File: src/rtl/lsu_pkg.sv
// Shared types and constants for the load/store unit.
// Access-type encodings match the core decoder's Store/Load control fields.
package lsu_pkg;

    typedef enum logic [2:0] {
        LB  = 3'b000,
        LH  = 3'b001,
        LW  = 3'b010,
        LBU = 3'b011,
        LHU = 3'b100
    } load_type_e;

    typedef enum logic [1:0] {
        SB = 2'b00,
        SH = 2'b01,
        SW = 2'b10
    } store_type_e;

    typedef enum logic [1:0] {
        S_IDLE,
        S_BUS,
        S_WAIT,
        S_RESP
    } lsu_state_e;

    localparam int LANES  = 4;
    localparam int BYTE_W = 8;
    localparam int HALF_W = 16;

endpackage

File: src/rtl/lsu_align.sv
// Byte-lane steering for the load/store unit: enables, write replication,
// access legality and load extraction with sign/zero extension.
module lsu_align
    import lsu_pkg::*;
(
    input  logic             load,
    input  logic             store,
    input  logic [2:0]       load_type,
    input  logic [1:0]       store_type,
    input  logic [1:0]       offset,
    input  logic [31:0]      wdata,
    input  logic [31:0]      rdata,
    output logic [LANES-1:0] be,
    output logic [31:0]      wdata_rep,
    output logic             illegal,
    output logic             misalign,
    output logic [31:0]      load_data
);

    logic        half;
    logic        word;
    logic [31:0] lane;

    always_comb begin
        half    = 1'b0;
        word    = 1'b0;
        illegal = load & store;
        if (store) begin
            unique case (store_type)
                SB:      ;
                SH:      half = 1'b1;
                SW:      word = 1'b1;
                default: illegal = 1'b1;
            endcase
        end else if (load) begin
            unique case (load_type)
                LB, LBU:  ;
                LH, LHU:  half = 1'b1;
                LW:       word = 1'b1;
                default:  illegal = 1'b1;
            endcase
        end
        misalign = (half & offset[0]) | (word & (offset != 2'b00));
    end

    always_comb begin
        be        = {LANES{1'b1}};
        wdata_rep = '0;
        if (store && !load) begin
            unique case (1'b1)
                word: begin
                    be        = 4'b1111;
                    wdata_rep = wdata;
                end
                half: begin
                    be        = offset[1] ? 4'b1100 : 4'b0011;
                    wdata_rep = {2{wdata[HALF_W-1:0]}};
                end
                default: begin
                    be        = 4'b0001 << offset;
                    wdata_rep = {LANES{wdata[BYTE_W-1:0]}};
                end
            endcase
        end
    end

    assign lane = rdata >> {offset, 3'b000};

    always_comb begin
        load_data = '0;
        unique case (load_type)
            LB:      load_data = {{24{lane[7]}}, lane[7:0]};
            LH:      load_data = {{16{lane[15]}}, lane[15:0]};
            LW:      load_data = lane;
            LBU:     load_data = {24'd0, lane[7:0]};
            LHU:     load_data = {16'd0, lane[15:0]};
            default: load_data = '0;
        endcase
    end

endmodule

File: src/rtl/lsu_mem_if.sv
// Load/store unit: one access in flight, executes decoder Store/Load
// requests on the data-memory bus with misalign, illegal and timeout errors.
module lsu_mem_if
    import lsu_pkg::*;
#(
    parameter int ADDR_W  = 32,
    parameter int DATA_W  = 32,
    parameter int TIMEOUT = 255
) (
    input  logic              clk,
    input  logic              reset,
    input  logic              req_valid,
    output logic              req_ready,
    input  logic              req_load,
    input  logic              req_store,
    input  logic [2:0]        req_load_type,
    input  logic [1:0]        req_store_type,
    input  logic [ADDR_W-1:0] req_addr,
    input  logic [DATA_W-1:0] req_wdata,
    output logic              resp_valid,
    output logic [DATA_W-1:0] resp_rdata,
    output logic              resp_err,
    output logic              mem_valid,
    input  logic              mem_ready,
    output logic              mem_we,
    output logic [ADDR_W-1:0] mem_addr,
    output logic [LANES-1:0]  mem_be,
    output logic [DATA_W-1:0] mem_wdata,
    input  logic              mem_rvalid,
    input  logic [DATA_W-1:0] mem_rdata,
    output logic              busy
);

    localparam int CNT_W = $clog2(TIMEOUT + 1);
    localparam logic [CNT_W-1:0] TMO_LAST = CNT_W'(TIMEOUT - 1);

    lsu_state_e state_q, state_d;

    logic [CNT_W-1:0]  cnt_q;
    logic              load_q, store_q;
    logic [2:0]        ltype_q;
    logic [1:0]        stype_q;
    logic [ADDR_W-1:0] addr_q;
    logic [DATA_W-1:0] wdata_q;
    logic              err_q, err_d;
    logic [DATA_W-1:0] rdata_q, rdata_d;

    logic              idle, in_bus, in_wait, in_resp;
    logic              accept, tmo;

    logic              a_load, a_store;
    logic [2:0]        a_ltype;
    logic [1:0]        a_stype;
    logic [1:0]        a_off;
    logic [DATA_W-1:0] a_wdata;
    logic [LANES-1:0]  a_be;
    logic [DATA_W-1:0] a_wrep;
    logic              a_illegal, a_misalign;
    logic [DATA_W-1:0] a_ldata;

    assign idle    = state_q == S_IDLE;
    assign in_bus  = state_q == S_BUS;
    assign in_wait = state_q == S_WAIT;
    assign in_resp = state_q == S_RESP;
    assign accept  = idle & req_valid;
    assign tmo     = cnt_q >= TMO_LAST;

    // Checks the incoming request in IDLE, the held request afterwards.
    assign a_load  = idle ? req_load       : load_q;
    assign a_store = idle ? req_store      : store_q;
    assign a_ltype = idle ? req_load_type  : ltype_q;
    assign a_stype = idle ? req_store_type : stype_q;
    assign a_off   = idle ? req_addr[1:0]  : addr_q[1:0];
    assign a_wdata = idle ? req_wdata      : wdata_q;

    lsu_align u_align (
        .load       (a_load),
        .store      (a_store),
        .load_type  (a_ltype),
        .store_type (a_stype),
        .offset     (a_off),
        .wdata      (a_wdata),
        .rdata      (mem_rdata),
        .be         (a_be),
        .wdata_rep  (a_wrep),
        .illegal    (a_illegal),
        .misalign   (a_misalign),
        .load_data  (a_ldata)
    );

    always_ff @(posedge clk) begin
        if (reset) begin
            state_q <= S_IDLE;
            cnt_q   <= '0;
            load_q  <= 1'b0;
            store_q <= 1'b0;
            ltype_q <= '0;
            stype_q <= '0;
            addr_q  <= '0;
            wdata_q <= '0;
            err_q   <= 1'b0;
            rdata_q <= '0;
        end else begin
            state_q <= state_d;
            err_q   <= err_d;
            rdata_q <= rdata_d;
            if (accept) begin
                cnt_q   <= '0;
                load_q  <= req_load;
                store_q <= req_store;
                ltype_q <= req_load_type;
                stype_q <= req_store_type;
                addr_q  <= req_addr;
                wdata_q <= req_wdata;
            end else if (in_bus || in_wait) begin
                cnt_q <= cnt_q + 1'b1;
            end
        end
    end

    always_comb begin
        state_d = state_q;
        err_d   = err_q;
        rdata_d = rdata_q;
        unique case (state_q)
            S_IDLE: begin
                if (req_valid) begin
                    rdata_d = '0;
                    err_d   = 1'b0;
                    if (!req_load && !req_store) begin
                        state_d = S_RESP;
                    end else if (a_illegal || a_misalign) begin
                        state_d = S_RESP;
                        err_d   = 1'b1;
                    end else begin
                        state_d = S_BUS;
                    end
                end
            end
            S_BUS: begin
                if (mem_ready) begin
                    state_d = store_q ? S_RESP : S_WAIT;
                end else if (tmo) begin
                    state_d = S_RESP;
                    err_d   = 1'b1;
                end
            end
            // rvalid only counts from the cycle after the handshake
            S_WAIT: begin
                if (mem_rvalid) begin
                    state_d = S_RESP;
                    rdata_d = a_ldata;
                end else if (tmo) begin
                    state_d = S_RESP;
                    err_d   = 1'b1;
                    rdata_d = '0;
                end
            end
            S_RESP:  state_d = S_IDLE;
            default: state_d = S_IDLE;
        endcase
    end

    assign req_ready  = idle;
    assign busy       = !idle;
    assign mem_valid  = in_bus;
    assign mem_we     = in_bus & store_q;
    assign mem_addr   = in_bus ? {addr_q[ADDR_W-1:2], 2'b00} : '0;
    assign mem_be     = in_bus ? a_be : '0;
    assign mem_wdata  = in_bus ? a_wrep : '0;
    assign resp_valid = in_resp;
    assign resp_err   = in_resp & err_q;
    assign resp_rdata = in_resp ? rdata_q : '0;

endmodule

File: config.mk
export PLATFORM = sky130hd
export DESIGN_NAME = lsu_mem_if
export DESIGN_NICKNAME = d
export VERILOG_FILES = /design/src/rtl/lsu_pkg.sv /design/src/rtl/lsu_align.sv /design/src/rtl/lsu_mem_if.sv
export SDC_FILE = /design/constraint.sdc
export NUM_CORES = 1
export LEC_CHECK = 0
export CAP_MARGIN = 20
export CORE_MARGIN = 2
export CORE_UTILIZATION = 40
export CTS_CLUSTER_SIZE = 8
export DETAILED_ROUTE_END_ITERATION = 16
export PLACE_DENSITY = 0.77
export SLEW_MARGIN = 5
export SYNTH_ARGS = -nofsm -noshare
export SYNTH_HDL_FRONTEND = slang
export SYNTH_SLANG_ARGS = --single-unit
File: constraint.sdc
create_clock -name clk -period 3.1 [get_ports clk]
set_input_delay 0.62 -clock clk [delete_from_list [all_inputs] [get_ports clk]]
set_output_delay 0.62 -clock clk [all_outputs]
set_load 0.005 [all_outputs]
After elaboration in Yosys (flattened, before gate mapping)
Cells that the tools add are included.
{"block": "word_totals", "reg_bits": 114, "inputBits": 108, "word_cells": 101, "out_inout_bits": 106}
{"block": "op_classes", "n_bitwise": 7, "mux": 47, "eq_ne": 13, "n_reduce_logical": 20, "shift": 2, "magnitude_cmp": 1, "n_addsub": 1}
{"operator": "$mux 32", "n": 8}
{"operator": "$pmux 32 s5", "n": 1}
{"operator": "$pmux 32 s2", "n": 2}
{"operator": "$shr 32x5->32", "n": 1}
{"operator": "$mux 1", "n": 21}
{"operator": "$mux 2", "n": 8}
{"operator": "$mux 4", "n": 3}
{"operator": "$add 8x1->8 const B", "n": 1}
{"operator": "$ge 8x8->1 const B", "n": 1}
{"operator": "$pmux 2 s4", "n": 1}
{"operator": "$pmux 4 s2", "n": 1}
{"operator": "$and 1x1->1", "n": 6}
{"operator": "$eq 2x2->1 const B", "n": 3}
{"operator": "$eq 3x2->1 const B", "n": 2}
{"operator": "$ne 2x2->1 const B", "n": 3}
{"operator": "$reduce_or 5->1", "n": 1}
{"operator": "$eq 2x1->1 const B", "n": 2}
{"operator": "$logic_not 1->1", "n": 4}
{"operator": "$logic_not 2->1", "n": 2}
{"operator": "$reduce_and 4->1", "n": 1}
{"operator": "$reduce_bool 2->1", "n": 2}
{"operator": "$reduce_or 2->1", "n": 2}
{"operator": "$shl 1x2->4 const A", "n": 1}
{"operator": "$eq 3x1->1 const B", "n": 1}
{"operator": "other kinds (11)", "n": 13}

Logic depth before layout (Yosys ltp)
Gate-level depths: netlist of run 1.
{"block": "logic_depth", "depth_word": 14, "mapped_depth": 12}

Cells and area by module
A second synthesis of run 1 with hierarchy kept.
{"block": "unflattened", "hier_cells": 893, "hier_area_um2": 6984.2}
{"mod": "lsu_mem_if", "cells_each": 684, "area_per_inst_um2": 5595.4, "instances": 1}
{"mod": "lsu_align", "cells_each": 209, "area_per_inst_um2": 1388.8, "instances": 1}

Least setup slack after synthesis of run 1
Ideal clock, no wire load.
{"block": "synth_timing", "path_kind": "flip-flop to output port", "from": "reg state_q[0]", "to": "out mem_wdata[30]", "path_slack_ns": 0.298, "stages_incl_launch_ff": 12, "required_ns": 2.480, "arrival_time_ns": 2.182, "cell_sequence": "dfxtp_1 -> inv_1 -> ha_1 -> buf_6 -> buf_8 -> buf_6 -> or3b_1 -> o31ai_1 -> nand2_2 -> nor2_2 -> o21ai_1 -> a211oi_1"}
{"block": "synth_via", "elab_chain_cells": 10, "elab_cells_between_ends": 26, "cone_classes": "eq/ne: 6; mux: 16; reduce/logical: 4"}
{"item": "start: declaration", "line_no": "lsu_mem_if.sv:37", "rtl": "lsu_state_e state_q, state_d;"}
{"item": "start signal: assignment", "line_no": "lsu_mem_if.sv:104", "rtl": "state_q <= state_d;"}
{"item": "$logic_not 2->1 (*)", "line_no": "lsu_mem_if.sv:61", "rtl": "assign idle = state_q == S_IDLE;"}
{"item": "named net req_ready", "line_no": "lsu_mem_if.sv:13", "rtl": "output logic req_ready,"}
{"item": "$mux 3", "line_no": "lsu_mem_if.sv:71", "rtl": "assign a_ltype = idle ? req_load_type : ltype_q;"}
{"item": "$eq 3x1->1 or $eq 3x3->1 (tied branches)", "line_no": "lsu_align.sv:36", "rtl": "unique case (load_type)"}
{"item": "$reduce_or 2->1"}
{"item": "$mux 1", "line_no": "lsu_align.sv:36"}
{"item": "$mux 1", "line_no": "lsu_align.sv:35", "rtl": "end else if (load) begin"}
{"item": "$mux 1", "line_no": "lsu_align.sv:28", "rtl": "if (store) begin"}
{"item": "$pmux 32 s2", "line_no": "lsu_align.sv:50", "rtl": "unique case (1'b1)"}
{"item": "$mux 32 (*)", "line_no": "lsu_align.sv:49", "rtl": "if (store && !load) begin"}
{"item": "$mux 32 (*)", "line_no": "lsu_mem_if.sv:170", "rtl": "assign mem_wdata = in_bus ? a_wrep : '0;"}
{"item": "end: declaration", "line_no": "lsu_mem_if.sv:28", "rtl": "output logic [DATA_W-1:0] mem_wdata,"}
Mark *: on every way through the listed nets, which the timed path passes. The rest lies on a longest branch.

Worst setup path in the final report of run 1
{"block": "layout_timing", "from": "reg state_q[0]", "to": "out mem_wdata[14]"}
{"block": "layout_via", "elab_chain_cells": 10, "elab_cells_between_ends": 26, "cone_classes": "eq/ne: 6; mux: 16; reduce/logical: 4"}
{"item": "$logic_not 2->1", "line_no": "lsu_mem_if.sv:61"}
{"item": "$mux 3", "line_no": "lsu_mem_if.sv:71"}
{"item": "$eq 3x1->1 or $eq 3x3->1 (tied branches)", "line_no": "lsu_align.sv:36"}
{"item": "$reduce_or 2->1"}
{"item": "$mux 1", "line_no": "lsu_align.sv:36"}
{"item": "$mux 1", "line_no": "lsu_align.sv:35"}
{"item": "$mux 1", "line_no": "lsu_align.sv:28"}
{"item": "$pmux 32 s2", "line_no": "lsu_align.sv:50"}
{"item": "$mux 32", "line_no": "lsu_align.sv:49"}
{"item": "$mux 32 (*)", "line_no": "lsu_mem_if.sv:170"}
Mark *: on every way between the ends. The rest lies on a longest branch, timed or not.

==> impl_results.md, run 1 <==
- Core area: 15260 sq um
- Share of layout cells above drive strength 1: 0.2159
- Final nets: 1173
- IO buf count: 211
- CP endpoint kind: output pin
- Worst-Margin Slew: 0.7686 ns
- PD cells: 764.0 nW/um^2
- Crit Path Category: reg2out
- P_leak: 4.085 nW
- Worst-Skew Late Latency: 0.41 ns
- Post-synth EDFFs: 0
- Compound-cell area share of the yosys netlist: 0.1973
- Synth top area share: 0.3653
- Place WS: -0.4218 ns
- Avg WL per Cell: 16.26 microns
- Multi-input gate area: 3913 sq um
- TritonCTS buffer count: 17
- RSZ-0062 raised after global routing: yes
- Root buffer cell: clkbuf_16
- CTS tree: built
- Largest net degree at the start of global routing: 72
- Clock Skew: 0.006349 ns
- Antenna violations before repair: 0
- Vias per cell: 5.202
- Final critical-path share of the clock period: 1.059
- YS warnings: 0
- Starting DRT DRC Count: 476
- Detailed Route WL: 20820 microns
- Setup TNS: -2.378 ns
- # fillers: 1279
- H-tree depth: 4
- GRT Overall Usage: 0.2476
- Xor-xnor portion of the synthesized cell area: 0.009814
- Synth top cells by count: nand2_1, dfxtp_1, a21oi_1, and2_1, nor2_1
- Pre-antenna DRT Iters: 5
- Max Cap Viol: 0
- CTS clock-pin slew for the worst setup and hold paths: 0.05 ns
- Yosys top cell by area: dfxtp_1
- DRT antenna net count: 0
- Total power: 7.561 mW
- CP Max Fanout: 6
- Post-synthesis sequential area ratio: 0.3653
- Synth cell types: 69
- Final worst slack: -0.1836 ns
- Status: finished, violations left
- Max Freq: 0.3045 GHz
- Dominant synthesized flop cell: dfxtp_1
- Max transition margin: 0.4876
- Die area: 16630 sq um
- N_diodes: 0
- Fraction of registers with async set/reset: 0
- CTS sink count: 114
- Post-Synth Adder-Cell Area: 0.01202
- Synth Area in Simple Gates: 0.2638
- Hold violation total from the final report: 0
- Syn Std Cell Area: 6247 sq um
- Min Tclk post-route: 3.284 ns
- Vias in the first global route: 6345
- Mapped Cells: 793
- Cell Rows: 45
- Register area: 2285 sq um
- Most frequent cell after synthesis: nand2_1
- Worst hold path class: reg2reg
- Mux cell area share after synthesis: 0.09874
- Die H: 129.0 microns
- Die Wd: 129.0 microns
- Yosys reg bits: 114
- Max Root-Sink Buffers: 2
- First-pass GRT wire length: 32590 microns
- Worst VDD drop: 0.4559 mV
- Fin. max-slew vios: 0
- DRC errors left: 0
- Largest family of logic cells by synthesized area: simple AND/OR/NAND/NOR gates
- Failing checks: setup timing
- Synthesized area per cell: 7.878 sq um
- Startpoint Class: flop
- Worst EP required: 2.48 ns
- Layout area overhead: 58.42%
- Final GP Congestion: 0.9236
- Final setup viols: 28
- Aggregate global routing overflow: 0
- Num ports: 214
- Worst Path Arrival: 2.66 ns
- Starting Density: 0.4094
- Synth top area cells: dfxtp_1, nand2_1, a21oi_1
- Vias: 6664
- HPWL after detailed placement: 14030 microns
stage by stage:
stage | instances | area [sq um] | hold slack (ns) | utilization
after global placement | 1220 | 8847 | 0.4371 | 0.5798
after CTS | 1280 | 9844 | 0.4494 | 0.6452
after global routing | 1281 | 9897 | 0.4632 | 0.6486
after detailed placement | 1220 | 8847 | 0.4418 | 0.5798
final | 1281 | 9897 | 0.4484 | 0.6486
after floorplan | 794 | 6251 | 0.4317 | -
path summary, 6_finish.rpt:
check,from,to,depth (start not counted),slack (ns)
worst max-delay path,state_q[0],mem_wdata[14],13,-0.18
worst min-delay path,addr_q[18],addr_q[18],2,0.45
worst max register to register,state_q[0],rdata_q[20],13,0.25
worst min register to register,addr_q[18],addr_q[18],2,0.45
cell type report:
class	instances	share of cell area
Clock inverter	11	0.01391
Inverter	11	0.004172
Tap cell	211	0.02668
Timing Repair Buffer	303	0.2833
Sequential cell	114	0.2308
Multi-Input combinational cell	612	0.3953
Clock buffer	19	0.04576
flip-flops by register name, indices dropped and copies added, names as in the netlist, 2 cells and up:
| register | cells |
|---|---|
| addr_q | 32 |
| wdata_q | 32 |
| rdata_q | 32 |
| stype_q | 2 |
| state_q | 2 |
| cnt_q | 8 |
| ltype_q | 3 |
critical path, cell delays in order, from the launching register on:
cell     delay (ns)
dfxtp_2        0.32
inv_2          0.07
ha_4           0.21
buf_12         0.13
mux2i_4        0.27
xnor2_2        0.13
o32ai_4        0.31
buf_6          0.16
nor2_4         0.05
buf_6          0.12
buf_6          0.11
nand2_1        0.13
o31ai_4        0.09
buf_2          0.14
power by group:
group          switching (mW)  total (mW)  internal, mW
Combinational            1.95        3.76          1.81
Clock                   0.684        1.97          1.29
Sequential              0.130        1.83          1.70
Total                    2.77        7.56          4.79
layout by cell type, fill, tap and decap left out, drive strengths merged, types with 10 or more instances in the layout:
cell type        n
o21ai           19
nor2            51
and2            66
mux2            14
clkbuf          19
buf            120
nand2          201
a22oi           14
a21oi           92
clkdlybuf4s50  171
a31oi           10
inv             11
mux2i           39
a221o           16
dfxtp          114
kinds of logic (layout without fill, tap and decap cells):
kind of cell	after synthesis	after routing
other	1	2
adder cells (fa/ha/maj)	6	6
multiplexers	55	55
flip-flops	114	114
XOR/XNOR	7	7
AND/OR/NAND/NOR	354	354
AO/OA/AOI/OAI	188	188
buffers and inverters	68	344
repair_timing:
action / in CTS / in global routing
setup endpoints to repair: 36 / 57
cloned: 2 / 0
setup buffers: 29 / 3
hold buffers: 0 / 0
pin swaps: 25 / 13
resized for setup: 195 / 11
metal layers:
metal	global-route usage	wire, microns
met1	0.3170	9021
met2	0.4087	10100
met3	0.05156	1186
met4	0.09974	512
met5	0	0
(Power assumes the default switching activity.)
==> inputs of run 2 (changes only) <==
RECOVER_POWER = 25   (was default)
==> results of run 2 <==
The final DEF is identical to that of run 1; final timing and power are the same.
==> inputs of run 3 (changes only) <==
SLEW_MARGIN = default   (was 5)
==> results of run 3 <==
The final DEF is identical to that of run 1; final timing and power are the same.
